## src/rtl/hilo_div_ctrl.sv

```systemverilog
// Sequences DIVU/DIV/MTHI/MTLO between execute and the iterative divider and owns HI/LO.
// Build option: define HILO_SIGNED_DIV_EN to compile in signed DIV (op 01) magnitude/sign fix-up.
module hilo_div_ctrl #(
    parameter logic [31:0] HILO_RESET = 32'h0000_0000
) (
    input  logic        clock,
    input  logic        reset,
    input  logic        op_valid,
    input  logic [1:0]  op,
    input  logic [31:0] rs_val,
    input  logic [31:0] rt_val,
    output logic        div_start,
    output logic [31:0] div_dividend,
    output logic [31:0] div_divisor,
    input  logic [31:0] div_q,
    input  logic [31:0] div_r,
    input  logic        div_busy,
    output logic [31:0] hi,
    output logic [31:0] lo,
    output logic        stall
);

    // state  | meaning
    // IDLE   | accept MTHI/MTLO or a divide request
    // LAUNCH | div_start high, operands presented to the divider
    // WAIT   | divider running, hold until div_busy drops
    // FIX    | apply sign fix-up and write HI/LO
    typedef enum logic [1:0] {IDLE, LAUNCH, WAIT, FIX} state_t;

    state_t      state;
    logic        div_req;
    logic [31:0] rs_mag;
    logic [31:0] rt_mag;
    logic [31:0] q_fix;
    logic [31:0] r_fix;

    // A zero divisor is dropped entirely so HI/LO keep their previous values.
    assign div_req = op_valid && !op[1] && (rt_val != 32'd0);

`ifdef HILO_SIGNED_DIV_EN
    logic neg_q;
    logic neg_r;
    logic rs_neg;
    logic rt_neg;

    assign rs_neg = op[0] & rs_val[31];
    assign rt_neg = op[0] & rt_val[31];
    // INT_MIN negates to itself, which is the correct unsigned magnitude.
    assign rs_mag = rs_neg ? (~rs_val + 32'd1) : rs_val;
    assign rt_mag = rt_neg ? (~rt_val + 32'd1) : rt_val;
    assign q_fix  = neg_q ? (~div_q + 32'd1) : div_q;
    assign r_fix  = neg_r ? (~div_r + 32'd1) : div_r;
`else
    assign rs_mag = rs_val;
    assign rt_mag = rt_val;
    assign q_fix  = div_q;
    assign r_fix  = div_r;
`endif

    always_ff @(posedge clock) begin
        if (reset) begin
            state        <= IDLE;
            hi           <= HILO_RESET;
            lo           <= HILO_RESET;
            div_start    <= 1'b0;
            stall        <= 1'b0;
            div_dividend <= 32'd0;
            div_divisor  <= 32'd0;
`ifdef HILO_SIGNED_DIV_EN
            neg_q        <= 1'b0;
            neg_r        <= 1'b0;
`endif
        end else begin
            case (state)
                IDLE: begin
                    if (op_valid && op == 2'b10) begin
                        hi <= rs_val;
                    end else if (op_valid && op == 2'b11) begin
                        lo <= rs_val;
                    end else if (div_req) begin
                        div_dividend <= rs_mag;
                        div_divisor  <= rt_mag;
                        div_start    <= 1'b1;
                        stall        <= 1'b1;
                        state        <= LAUNCH;
`ifdef HILO_SIGNED_DIV_EN
                        neg_q        <= rs_neg ^ rt_neg;
                        neg_r        <= rs_neg;
`endif
                    end
                end
                LAUNCH: begin
                    div_start <= 1'b0;
                    state     <= WAIT;
                end
                WAIT: begin
                    if (!div_busy) begin
                        state <= FIX;
                    end
                end
                FIX: begin
                    lo    <= q_fix;
                    hi    <= r_fix;
                    stall <= 1'b0;
                    state <= IDLE;
                end
                default: state <= IDLE;
            endcase
        end
    end

endmodule

```

## config.mk

```make
export PLATFORM = sky130hd
export DESIGN_NAME = hilo_div_ctrl
export DESIGN_NICKNAME = d
export VERILOG_FILES = /design/src/rtl/hilo_div_ctrl.sv
export SDC_FILE = /design/constraint.sdc
export NUM_CORES = 1
export LEC_CHECK = 0
export BUFFER_PORTS_ARGS = -buffer_cell sky130_fd_sc_hd__buf_4
export CORE_UTILIZATION = 46
export CTS_CLUSTER_DIAMETER = 60
export DETAILED_ROUTE_END_ITERATION = 8
export PLACE_DENSITY = 0.79
export REMOVE_ABC_BUFFERS = 1
export SLEW_MARGIN = 5
export SYNTH_ARGS = -nofsm -noshare
export SYNTH_HDL_FRONTEND = slang
export SYNTH_SLANG_ARGS = --single-unit
```

## constraint.sdc

```tcl
create_clock -name clock -period 2.4 [get_ports clock]
set_input_delay 0.48 -clock clock [delete_from_list [all_inputs] [get_ports clock]]
set_output_delay 0.48 -clock clock [all_outputs]
set_load 0.02 [all_outputs]
```

After elaboration in Yosys (flattened, before gate mapping)
Index checks and enable logic that the tools add are counted.
- register bits after elaboration: 132
- logic and storage cells: 50
- input bits: 134
- bitwise logic cells: 2
- reductions and logical operators: 15
- equality and inequality tests: 11
- mux-type cells: 15
- operator list (cell ; count):
    32-bit case mux with 2 select lines ; 2
    32-bit 2-to-1 mux ; 3
    32-bit nonzero test ; 1
    4-bit AND reduction ; 4
    2-bit != test (second input constant) ; 6
    2-bit equality test (second input constant) ; 4
    2-bit 2-to-1 mux ; 4
    2-bit case mux with 4 select lines ; 1
    1-bit logical AND ; 4
    1-bit case mux with 2 select lines ; 2
    2-bit nonzero test ; 2
    1-bit 2-to-1 mux ; 3
    3-bit AND reduction ; 1
    2-bit by 1-bit equality test with 1-bit output (second input constant) ; 1
    2-bit logical NOT ; 1
    1-bit NOT ; 2
    2-bit AND reduction ; 1
    1-bit logical NOT ; 1

Logic depth before layout (Yosys ltp)
- depth in word-level cells: 7
- depth in mapped cells: 8

Worst setup path before layout
OpenSTA, ideal clock, no wires.
- path type: input to register
- from: in rt_val[1]
- to: reg div_dividend[10]
- data required time: 2.272 ns
- path buffers: 2
- data arrival time: 1.670 ns
- library setup time: 0.128 ns
- path slack: 0.602 ns
- stages on the path: 7
- cell sequence: nor4_1 > nand4_1 > o211ai_2 > buf_4 > buf_6 > mux2i_1 > nor2_1
- cells in the longest elaborated chain, start to end: 3
- RTL lines (item ; line ; source):
    from (decl) ; 11 ; input logic [31:0] rt_val,
    32-bit nonzero test ; 38 ; assign div_req = op_valid && !op[1] && (rt_val != 32'd0);
    1-bit logical AND ; 38 ;
    4-bit AND reduction (no source line) ; - ;
    to (signal assigned) ; 81 ; div_dividend <= rs_mag;
    to (decl) ; 13 ; output logic [31:0] div_dividend,
No other way between the ends.
A chain may end at the register's enable or synchronous reset.

Final worst setup path
- from: reg state[1]
- to: reg hi[11]
- cells in the longest elaborated chain, start to end: 3
- elaborated cells on any way between the ends: 6
- RTL lines (item ; line ; source):
    from (decl) ; 30 ; state_t state;
    from (signal assigned) ; 62 ; state <= IDLE;
    from (signal assigned) ; 85 ; state <= LAUNCH;
    from (signal assigned) ; 94 ; state <= WAIT;
    2-bit equality test / 2-bit logical NOT (equally long branches) ; 74 ; case (state)
    2-bit nonzero test (no source line) / 2-bit != test (equally long branches) ; - ;
    2-bit AND reduction (no source line) ; - ;
    to (signal assigned) ; 77 ; hi <= rs_val;
    to (signal assigned) ; 103 ; hi <= r_fix;
    to (decl) ; 18 ; output logic [31:0] hi,
Parallel ways exist; a longest one is shown, timed or not.

==> impl_metrics.json <==
{
  "power_leakage_nw": 3.896,
  "grt_use_met1_pct": 29.33,
  "powerDensity_nw_per_um2": 1009,
  "ys.flop_type": "dfxtp_1",
  "core_um2": 10980,
  "regToRegStartpoint": "state[1]$_SDFFE_PP0P_",
  "hold_path_class": "in -> reg",
  "rows": 38,
  "clkTransAtPathRegs_ns": 0.06,
  "numCtsBuffers": 17,
  "yosysSeqAreaShare_pct": 50.31,
  "hold_start": "rs_val[29]",
  "grt_overflow": 0,
  "hold_buffers": 0,
  "antenna_found_initial": 0,
  "place.gp.congestion": 0.7801,
  "grt_pass1_vias": 5143,
  "clkLatencyLatePin_ns": 0.41,
  "fin_hold_ws_ns": 0.3096,
  "die_area_um2": 11850,
  "setup_violations": 0,
  "io_pins": 264,
  "critPathBufInv": 2,
  "startpoint_type": "flip-flop",
  "final_cell_mix": "buf_4, dfxtp_1, nor2_1, a211oi_1, mux2i_1",
  "syn-cell-area_um2": 5253,
  "slowest_delay_ns": 0.39,
  "rsz0062_at_grt": "no",
  "cp_max_fo": 38,
  "cts.sinks": 132,
  "fin_skew_ns": 0.006522,
  "wl_per_cell_um": 16.50,
  "critPathTopFamily": "buffers and inverters",
  "place_hpwl_um": 11350,
  "drt-pass1-iter-count": 4,
  "worstMarginPinSlew_ns": 0.5775,
  "cts_tree": "yes",
  "final_nets": 953,
  "synth_edf_count": 0,
  "worstSetupPathType": "reg -> reg",
  "grt_pass1_wl_um": 24630,
  "synth_cells": 566,
  "track_usage_pct": 27.21,
  "die_x_um": 108.9,
  "area_growth_pct": 52.17,
  "drt_iter0_drc": 337,
  "vdd_drop_max_uv": 616.1,
  "grt_max_degree": 73,
  "max_slew_margin_pct": 61.50,
  "port_buffers": 263,
  "post_cts_resized": 0,
  "synth.distinct_cells": 25,
  "fin_ws_ns": 0.2346,
  "met2_usage_pct": 46.56,
  "crit_slowest_cell": "buf_4",
  "end_kind": "flip-flop",
  "p_total_w": 0.008063,
  "maxSlewViolCount": 0,
  "yosysWarnings": 0,
  "async_flop_share_pct": 0,
  "ys_ff_latch": 132,
  "maxCapViolCount": 0,
  "clock_path_buffers": 2,
  "die_y_um": 108.9,
  "startpoint": "state[1]$_SDFFE_PP0P_",
  "drc_errors": 0,
  "drive_gt1_share_pct": 37.12,
  "path_cells": "inv_1 > ha_1 > nand3_1 > o21ai_4 > buf_4 > nor2_1 > a211oi_1",
  "hold_viol_final": 0,
  "cp.arrival_ns": 2.47,
  "htreeDepth": 4,
  "detail-route-antenna-nets": 0,
  "fmax_mhz": 461.8,
  "fin_crit_sh_pct": 90.22,
  "post-route-min-period_ns": 2.165,
  "vias": 5187,
  "num_antenna_cells": 0,
  "wl_um": 15960,
  "initial_core_util_pct": 47.82,
  "synth.avg_cell_area_um2": 9.280,
  "grt_busiest_layer": "met2",
  "postCtsSetupRepairBufs": 0,
  "layout_commonest_cell": "buf_4",
  "status": "complete, no violations",
  "cp_data_required_time_ns": 2.70,
  "cts_root_buffer": "clkbuf_16",
  "groute.layer.met3.usage_pct": 9.444,
  "preCtsSetupSlack_ns": 0.08828,
  "vias_per_cell": 5.364
}
sequential cells by signal, summed over array words and instances (netlist names):
name / flops
div_divisor: 32
state: 2
hi: 32
stall: 1
lo: 32
div_start: 1
div_dividend: 32
worst paths after layout:
path | end | slack (ns) | cells after the start
hold reg to reg | div_divisor[6]$_SDFFE_PP0P_ | 0.49 | 2
hold / removal | div_dividend[29]$_SDFFE_PP0P_ | 0.31 | 3
setup reg to reg | hi[11]$_SDFFE_PP0P_ | 0.23 | 7
setup / recovery | hi[11]$_SDFFE_PP0P_ | 0.23 | 7
synth_stat cells (2+ instances only):
cell type / instances / area (um2)
buf_6: 4 / 45.04
mux2i_1: 65 / 650.6
nor4_1: 8 / 50.05
buf_2: 8 / 40.04
clkbuf_1: 30 / 112.6
ha_1: 5 / 62.56
a21oi_1: 64 / 320.3
nand2_1: 2 / 7.510
nor2_1: 128 / 480.5
o21ai_2: 2 / 17.52
nand4_1: 2 / 12.51
inv_1: 6 / 22.52
a211oi_1: 66 / 495.5
nor2b_1: 33 / 206.5
dfxtp_1: 132 / 2643
a41o_1: 2 / 20.02
power breakdown:
group          switching [W]  internal (W)
Clock               0.000916       0.00174
Combinational        0.00148       0.00115
Sequential          0.000222       0.00256
Total                0.00262       0.00545
area by class of cell:
cell class	count	area (um2)
multi-input cells	384	2415
flip-flops and latches	132	2643
inverters	6	22.52
clock inverters	9	125.1
repair buffers	273	2125
well taps	140	175.2
clock buffers	23	488.0
fillers	820	2990
routing by layer:
metal | vias to the layer above | part of all wire, %
li1 | 2499 | -
met1 | 2417 | 39
met2 | 230 | 50
met3 | 41 | 8.5
met4 | 0 | 3.4
met5 | - | 0
tightest hold or removal path: cells and delay by family:
| kind | cells | cell delay [ns] |
|---|---|---|
| buffers and inverters | 1 | 0.08 |
| AND/OR/NAND/NOR | 1 | 0.07 |
| multiplexers | 1 | 0.05 |
metrics by stage:
step	util, %	setup TNS [ns]	std cells	area [um2]
after floorplan	-	-168.25	522	5044
after global placement	67.19	0	935	7380
after detailed placement	67.19	0	935	7380
after CTS	72.77	0	967	7993
after global routing	72.77	0	967	7993
final	72.77	0	967	7993
logic make-up (layout without fill, tap and decap cells):
| family | count (synthesis) | after routing | share of synthesized area [%] |
|---|---|---|---|
| adder cells (fa/ha/maj) | 5 | 5 | 1.191 |
| AO/OA/AOI/OAI | 139 | 139 | 17.08 |
| AND/OR/NAND/NOR | 175 | 175 | 14.63 |
| flip-flops | 132 | 132 | 50.31 |
| multiplexers | 65 | 65 | 12.39 |
| buffers and inverters | 50 | 311 | 4.407 |
No activity file was read; power rests on OpenSTA's default activity.
